File: src/rtl/fp_sqrt_pkg.sv
// Shared types and helpers for the parametrised floating-point square-root unit.
// Provides the controller state encoding, operand class encoding, the exponent
// bias helper and the canonical quiet-NaN bit pattern.
package fp_sqrt_pkg;

  typedef enum logic [1:0] {
    IDLE,
    CALC,
    ROUND,
    DONE
  } state_e;

  typedef enum logic [2:0] {
    NORM,
    ZERO,
    INF,
    NAN,
    NEG
  } cls_e;

  // Widest {exp, frac} pattern qnan() can describe; callers slice what they need.
  localparam int QNAN_MAX_W = 128;

  function automatic int bias(input int exp_w);
    return (1 << (exp_w - 1)) - 1;
  endfunction

  // Quiet NaN packed as {exp, frac} in the low bits: exponent all ones,
  // fraction MSB set, everything else zero (sign bit is left to the caller).
  function automatic logic [QNAN_MAX_W-1:0] qnan(input int exp_w, input int frac_w);
    logic [QNAN_MAX_W-1:0] v;
    v = '0;
    for (int i = 0; i < exp_w; i++) begin
      v[frac_w + i] = 1'b1;
    end
    v[frac_w - 1] = 1'b1;
    return v;
  endfunction

endpackage

File: src/rtl/fp_sqrt_core.sv
// Restoring square-root recurrence: one root bit per cycle over N cycles.
// Latency N cycles after start_i; start_i is only issued while the core is idle.
// Ports: clk, rst_ni (async active-low), start_i/rad_i load a 2N-bit integer
//   radicand; done_o is high during the cycle whose closing edge performs the
//   final iteration; root_o = floor(sqrt(rad)), sticky_o = remainder nonzero.
module fp_sqrt_core #(
  parameter int N = 54
) (
  input  logic           clk,
  input  logic           rst_ni,
  input  logic           start_i,
  input  logic [2*N-1:0] rad_i,
  output logic           done_o,
  output logic [N-1:0]   root_o,
  output logic           sticky_o
);

  localparam int CW = $clog2(N + 1);

  logic [2*N-1:0] rad_q;
  logic [N:0]     rem_q;
  logic [N-1:0]   root_q;
  logic [CW-1:0]  cnt_q;
  logic           busy_q;

  // The partial remainder never exceeds twice the partial root, so N+1 bits
  // hold it; the trial subtraction needs two extra bits of headroom.
  logic [N+2:0] acc;
  logic [N+2:0] trial;
  logic [N+2:0] rem_nxt;
  logic         ge;
  logic         unused_rem_bits;

  always_comb begin
    acc     = {rem_q, rad_q[2*N-1 -: 2]};
    trial   = {1'b0, root_q, 2'b01};
    ge      = (acc >= trial);
    rem_nxt = ge ? (acc - trial) : acc;
  end

  assign unused_rem_bits = ^rem_nxt[N+2:N+1];

  always_ff @(posedge clk or negedge rst_ni) begin
    if (!rst_ni) begin
      rad_q  <= '0;
      rem_q  <= '0;
      root_q <= '0;
      cnt_q  <= '0;
      busy_q <= 1'b0;
    end else if (start_i) begin
      rad_q  <= rad_i;
      rem_q  <= '0;
      root_q <= '0;
      cnt_q  <= CW'(N);
      busy_q <= 1'b1;
    end else if (busy_q) begin
      rad_q  <= {rad_q[2*N-3:0], 2'b00};
      rem_q  <= rem_nxt[N:0];
      root_q <= {root_q[N-2:0], ge};
      cnt_q  <= cnt_q - CW'(1);
      if (cnt_q == CW'(1)) begin
        busy_q <= 1'b0;
      end
    end
  end

  assign done_o   = busy_q && (cnt_q == CW'(1));
  assign root_o   = root_q;
  assign sticky_o = |rem_q;

endmodule

File: src/rtl/fp_sqrt_pipe.sv
// IEEE-754 square root, parametrised widths, correctly rounded, with flags.
// Latency FRAC_W+3 cycles for normal operands, 1 cycle for special operands.
// Backpressure: result held in DONE until o_ready; i_ready low outside IDLE.
// Ports: clk, reset_n (async active-low); i_valid/i_ready + i_sign/i_exp/i_frac
//   operand; o_valid/o_ready + o_sign/o_exp/o_frac result, o_invalid, o_inexact.
// Build option: define FP_SQRT_RNE_EN for round-to-nearest-even, otherwise the
//   result is truncated (round toward zero); latency is the same either way.
module fp_sqrt_pipe
  import fp_sqrt_pkg::*;
#(
  parameter int EXP_W  = 11,
  parameter int FRAC_W = 52
) (
  input  logic              clk,
  input  logic              reset_n,
  input  logic              i_valid,
  output logic              i_ready,
  input  logic              i_sign,
  input  logic [EXP_W-1:0]  i_exp,
  input  logic [FRAC_W-1:0] i_frac,
  output logic              o_valid,
  input  logic              o_ready,
  output logic              o_sign,
  output logic [EXP_W-1:0]  o_exp,
  output logic [FRAC_W-1:0] o_frac,
  output logic              o_invalid,
  output logic              o_inexact
);

  localparam int N = FRAC_W + 2;
  localparam logic [EXP_W:0]          BIAS      = (EXP_W + 1)'(bias(EXP_W));
  localparam logic [QNAN_MAX_W-1:0]   QNAN_V    = qnan(EXP_W, FRAC_W);
  localparam logic [EXP_W-1:0]        QNAN_EXP  = QNAN_V[FRAC_W +: EXP_W];
  localparam logic [FRAC_W-1:0]       QNAN_FRAC = QNAN_V[FRAC_W-1:0];

  state_e            state_q;
  logic              i_ready_q;
  logic              o_valid_q;
  logic              sign_q;
  logic [EXP_W-1:0]  exp_q;
  logic [FRAC_W-1:0] frac_q;
  logic              invalid_q;
  logic              inexact_q;

  // ---------------- operand classification and radicand setup -------------
  logic            exp_ones, exp_zero, frac_zero, accept;
  cls_e            cls;
  logic [EXP_W:0]  exp_sum;
  logic [FRAC_W:0] mant;
  logic [2*N-1:0]  rad;
  logic            core_start;

  assign exp_ones  = &i_exp;
  assign exp_zero  = ~|i_exp;
  assign frac_zero = ~|i_frac;
  assign accept    = i_valid && i_ready_q;

  // A negative operand only counts as "negative nonzero" when its exponent is
  // nonzero; negative subnormals are flushed to -0 like negative zero.
  always_comb begin
    cls = NORM;
    if (exp_ones && !frac_zero) begin
      cls = NAN;
    end else if (i_sign && !exp_zero) begin
      cls = NEG;
    end else if (exp_zero) begin
      cls = ZERO;
    end else if (exp_ones) begin
      cls = INF;
    end
  end

  // floor((E-B)/2)+B equals (E+B)>>1, and E-B is odd exactly when E+B is odd,
  // so one adder gives both the result exponent and the radicand alignment.
  assign exp_sum = {1'b0, i_exp} + BIAS;
  assign mant    = {1'b1, i_frac};
  assign rad     = exp_sum[0] ? {mant, {(FRAC_W + 3){1'b0}}}
                              : {1'b0, mant, {(FRAC_W + 2){1'b0}}};

  assign core_start = (state_q == IDLE) && accept && (cls == NORM);

  // ---------------- recurrence datapath ------------------------------------
  logic         core_done;
  logic [N-1:0] root;
  logic         sticky;

  fp_sqrt_core #(.N(N)) u_core (
    .clk      (clk),
    .rst_ni   (reset_n),
    .start_i  (core_start),
    .rad_i    (rad),
    .done_o   (core_done),
    .root_o   (root),
    .sticky_o (sticky)
  );

  // ---------------- rounding -----------------------------------------------
  // root = {integer bit, FRAC_W fraction bits, guard bit}
  logic              guard, inc, carry;
  logic [FRAC_W+1:0] rnd_sum;

  assign guard = root[0];

  always_comb begin
`ifdef FP_SQRT_RNE_EN
    inc = guard && (sticky || root[1]);
`else
    inc = 1'b0;
`endif
  end

  // The hidden bit is always set, so the top two sum bits are 01 normally and
  // 10 only when the increment carries out of the mantissa (fraction then 0).
  assign rnd_sum = {1'b0, root[N-1:1]} + (FRAC_W + 2)'(inc);
  assign carry   = (rnd_sum[FRAC_W+1:FRAC_W] == 2'b10);

  // ---------------- controller ---------------------------------------------
  always_ff @(posedge clk or negedge reset_n) begin
    if (!reset_n) begin
      state_q   <= IDLE;
      i_ready_q <= 1'b0;
      o_valid_q <= 1'b0;
      sign_q    <= 1'b0;
      exp_q     <= '0;
      frac_q    <= '0;
      invalid_q <= 1'b0;
      inexact_q <= 1'b0;
    end else begin
      case (state_q)
        IDLE: begin
          i_ready_q <= 1'b1;
          if (accept) begin
            i_ready_q <= 1'b0;
            sign_q    <= 1'b0;
            invalid_q <= 1'b0;
            inexact_q <= 1'b0;
            case (cls)
              NAN: begin
                exp_q   <= QNAN_EXP;
                frac_q  <= QNAN_FRAC;
                state_q <= DONE;
              end
              NEG: begin
                exp_q     <= QNAN_EXP;
                frac_q    <= QNAN_FRAC;
                invalid_q <= 1'b1;
                state_q   <= DONE;
              end
              ZERO: begin
                sign_q  <= i_sign;
                exp_q   <= '0;
                frac_q  <= '0;
                state_q <= DONE;
              end
              INF: begin
                exp_q   <= '1;
                frac_q  <= '0;
                state_q <= DONE;
              end
              default: begin
                exp_q   <= exp_sum[EXP_W:1];
                state_q <= CALC;
              end
            endcase
          end
        end
        CALC: begin
          if (core_done) begin
            state_q <= ROUND;
          end
        end
        ROUND: begin
          frac_q    <= rnd_sum[FRAC_W-1:0];
          exp_q     <= exp_q + EXP_W'(carry);
          inexact_q <= guard | sticky;
          o_valid_q <= 1'b1;
          state_q   <= DONE;
        end
        DONE: begin
          // Special results enter DONE straight from IDLE with o_valid still
          // low; it rises on the following edge, a fixed one-cycle latency.
          if (!o_valid_q) begin
            o_valid_q <= 1'b1;
          end else if (o_ready) begin
            o_valid_q <= 1'b0;
            i_ready_q <= 1'b1;
            state_q   <= IDLE;
          end
        end
        default: state_q <= IDLE;
      endcase
    end
  end

  assign i_ready   = i_ready_q;
  assign o_valid   = o_valid_q;
  assign o_sign    = sign_q;
  assign o_exp     = exp_q;
  assign o_frac    = frac_q;
  assign o_invalid = invalid_q;
  assign o_inexact = inexact_q;

endmodule
File: config.mk
export PLATFORM = sky130hd
export DESIGN_NAME = fp_sqrt_pipe
export DESIGN_NICKNAME = d
export VERILOG_FILES = /design/src/rtl/fp_sqrt_pkg.sv /design/src/rtl/fp_sqrt_core.sv /design/src/rtl/fp_sqrt_pipe.sv
export SDC_FILE = /design/constraint.sdc
export NUM_CORES = 1
export LEC_CHECK = 0
export ABC_CLOCK_PERIOD_IN_PS = 3000
export BUFFER_PORTS_ARGS = -buffer_cell sky130_fd_sc_hd__clkbuf_2
export CAP_MARGIN = 10
export CELL_PAD_IN_SITES_DETAIL_PLACEMENT = 0
export CELL_PAD_IN_SITES_GLOBAL_PLACEMENT = 1
export CORE_UTILIZATION = 42
export DETAILED_ROUTE_END_ITERATION = 6
export PLACE_DENSITY_LB_ADDON = 0.1
export SLEW_MARGIN = 20
export SYNTH_ARGS = -nofsm -noshare
export SYNTH_HDL_FRONTEND = slang
export SYNTH_SLANG_ARGS = --single-unit
File: constraint.sdc
create_clock -name clk -period 3 [get_ports clk]
set_input_delay 0 -clock clk [delete_from_list [all_inputs] [get_ports clk]]
set_output_delay 0 -clock clk [all_outputs]
set_load 0.05 [all_outputs]
==> run summary <==
The number of standard cells after synthesis is 1560. For this block, wires on met1 add up to 20800 um. The worst slew margin relative to its limit was 40.8%; the average footprint of a synthesized cell was 9.30 um^2.

The routed length on met3 came out at 1560 um. The layout has 3023 filler cells. Share of cells above drive strength 1: 27.5%. For the antenna cell count, the log shows 0. The distinct cell type count after synthesis was 71; the routability congestion estimate was 0.915.

The clock passes through at most 3 buffers. The logs give 0 for the residual antenna-violating net count after detailed routing and 0 for the max-capacitance violation count. The clock period minus final worst setup slack came out at 3.05 ns. The worst hold path belongs to the class in -> reg. The share of the cycle needed by the critical path after routing was 102%. For this run, the leading register cell type out of synthesis is dfrtp_1.

The synthesized design contains 0 enable-type register cells. The run gives 0 as the number of antenna violations at the first check in global routing. The tools report the total placed cells including tap cells as 2262. For the starting density of the core, the log shows 43.0%. The worst setup path is of the reg -> reg kind. After the first detailed-routing iteration, the DRC count stood at 755. CTS saw 240 sinks.

By area the synthesized netlist is led by dfrtp_1 (41%), mux2i_1 (7.2%), ha_1 (5.6%). The tools report the wire length of the first global-routing pass as 69800 um. The post-synthesis instance area is 14500 um^2, and the number of search-and-repair iterations in the first detailed-routing pass is 5. The total clock buffers created by CTS came out at 28. The worst path required time was 3.44 ns; the area of the core was 33800 um^2. The worst setup path is captured at a register. Summed over all nets, the half-perimeter wirelength after detailed placement is 29000 um. The run gives 0.0184 ns as the worst setup skew after layout. For the worst-skew pair, the clock arrives at the later sink with an insertion delay of 0.56 ns. The total number of H-tree levels came out at 1. The checks that failed: negative setup slack. The number of global-route vias before repair is 13300, and the sum of overflow across all layers after global routing is 0. The final route contains 13300 vias. Setup repair after global routing could not meet its margin everywhere. Entering global routing, the biggest net connects 81 pins.

The die is 188 um wide. In this run, synthesis produced a sequential element count of 240. Clock-pin slew was measured on the worst setup and hold paths at 0.06 ns. After detailed routing, the number of vias per cell comes to 5.47. The data arrival time at the worst-slack endpoint came out at 3.49 ns. The net count of the finished layout is 2097. The Yosys step of the flow raised 0 warnings.

After detailed routing, the average wire length per cell comes to 17.7 um. The logs give -0.218 ns for the pre-CTS setup slack and 6 for the final setup violation count. The share of synthesized flip-flops with an asynchronous set or reset is 100%, and the top fanout value on the critical path is 3. Derived from the worst setup path, the maximum achievable clock frequency is 327 MHz. The tools report the final instance count without filler cells as 2434. The floorplan has 67 rows. 136 I/O pins were placed. The run gives 0 as the DRC violations left. The flow ran to the end, but the final reports show violations. Count of endpoints failing hold in the final timing report: 0. The pin slew with the least headroom to its limit works out to 0.886 ns.

Compared with the post-synthesis result, the final layout area differs by 36.4%. For this block, the routed nets add up to 43100 um of wire. The number of buffer cells added on primary ports works out to 135. TritonCTS built the clock tree. The floorplan step set the die height to 188 um.

Summed over all instances, the cell type with the most area after synthesis is dfrtp_1. The tree is rooted in a clkbuf_16. Launching element type of the critical path: a register. In this run the biggest area consumer among cell types represents 41.4% of the synthesized area.

Wire segments on met2 add up to 19600 um in the final route. The final worst-path setup slack was -0.0544 ns; the global-route total usage across every layer was 24.1%. Synthesis produced a netlist with a net count of 1693. Top layer reached by signal wires: met4. The floorplan step defined a die boundary enclosing 35300 um^2. The run gives 0 as the count of final max-slew check failures. The run gives 41.4% as the sequential area share after synthesis.
cells in the mapped netlist, types with 10 or more instances:
| cell type | number |
|---|---|
| nor2b_1 | 37 |
| nor2_1 | 146 |
| a21oi_1 | 137 |
| nand4_1 | 25 |
| inv_1 | 74 |
| ha_1 | 65 |
| xnor2_1 | 38 |
| dfrtp_1 | 240 |
| nor3_1 | 14 |
| mux2i_1 | 105 |
| a211oi_1 | 57 |
| a21o_1 | 17 |
| o21ai_0 | 60 |
| o21a_1 | 17 |
| o21bai_1 | 10 |
| nand2_1 | 107 |
| a22o_1 | 53 |
| buf_2 | 14 |
| nor4_1 | 33 |
| nand3_1 | 18 |
| a22oi_1 | 50 |
| a31oi_1 | 15 |
| xor2_1 | 26 |
| clkbuf_1 | 75 |
cells in the final DEF, fill, tap and decap left out, drive strengths merged, types with 5 or more instances in the layout:
cell type    netlist  routed
nand2            108     108
nand4             25      25
a22o              53      53
nand2b             6       6
xnor2             38      38
xor2              26      26
o21ai             68      68
mux2i            105     105
clkbuf            81     176
a211oi            57      57
a221oi             5       5
nand3             18      18
o211ai             6       6
a31oi             15      15
inv               74      74
and4               5       5
nor3              14      14
buf               30     254
and3               9       9
nor2b             37      37
nor4              34      34
a22oi             50      50
a21oi            137     137
dfrtp            240     240
o41ai              5       5
nor2             147     147
o21a              17      17
a21o              21      21
o21bai            10      10
dlygate4sd3        0      96
ha                65      65
clkinv             0       6
logic make-up (layout without fill, tap and decap cells):
| family | after synthesis | after routing | synth area share [%] |
|---|---|---|---|
| XOR/XNOR | 64 | 64 | 3.86 |
| flip-flops | 240 | 240 | 41.4 |
| multiplexers | 107 | 107 | 7.40 |
| AO/OA/AOI/OAI | 471 | 472 | 21.6 |
| AND/OR/NAND/NOR | 427 | 427 | 14.2 |
| adder cells (fa/ha/maj) | 65 | 65 | 5.60 |
| buffers and inverters | 186 | 611 | 5.94 |
layout make-up:
class                   count  area, um^2  area share (%)
multi-input cells        1135        8220            41.5
repair buffers            485        3730            18.9
well taps                 448         561            2.83
flip-flops and latches    240        6010            30.4
clock inverters            11         135           0.683
clock buffers              41         851            4.30
inverters                  74         278            1.40
flip-flops by register name (all words and copies together), names as in the netlist, 2 cells and up:
name           count
o_exp             11
o_frac            52
u_core.cnt_q       6
u_core.root_o     54
u_core.rem_q      55
u_core.rad_q      54
state_q            2
critical path: stages, from the launching register on:
cell	delay, ns
dfrtp_1	0.41
ha_4	0.28
nand2_2	0.05
or4_4	0.54
a211o_1	0.28
buf_6	0.13
and3b_4	0.19
o211ai_2	0.19
a41o_2	0.27
a311oi_1	0.11
a211o_1	0.26
mux2i_1	0.14
a21oi_1	0.08
through the flow:
step           TNS, ns  util [%]  hold WS, ns  instance area, um^2
2_1_floorplan        0         -       -0.296                14500
3_5_place_dp     -7.98      50.4      -0.0145                17000
5_1_grt          -3.74      58.6       0.0873                19800
6_report        -0.202      58.6       0.0295                19800
3_3_place_gp     -4.27      50.4      -0.0127                17000
4_1_cts         -0.363      57.2       0.0106                19300
per-layer routing:
layer	GRT usage, %	vias up
li1	-	6486
met1	34.0	6497
met2	38.4	263
met3	3.41	74
met4	6.69	0
met5	0	-
worst paths after layout:
path	from	to	slack, ns	depth (start not counted)
min	i_exp[5]	o_exp[5]	0.03	5
max reg2reg	u_core.rem_q[7]	u_core.rem_q[54]	-0.05	12
max in group asynchronous	reset_n	u_core.root_o[40]	0.93	4
min in group asynchronous	reset_n	o_frac[38]	0.47	3
min reg2reg	o_invalid	o_invalid	0.48	2
max	u_core.rem_q[7]	u_core.rem_q[54]	-0.05	12
timing repair:
action | CTS | global route
pin swaps | 30 | 58
endpoints found under the hold margin | 282 | 0
gates cloned | 1 | 1
resized for setup | 39 | 75
hold buffers | 96 | 0
buffers inserted | 11 | 12
setup endpoints to repair | 56 | 76
Power is not shown: default switching activity piles up to over one toggle a cycle in this logic, so the estimate is an artifact.
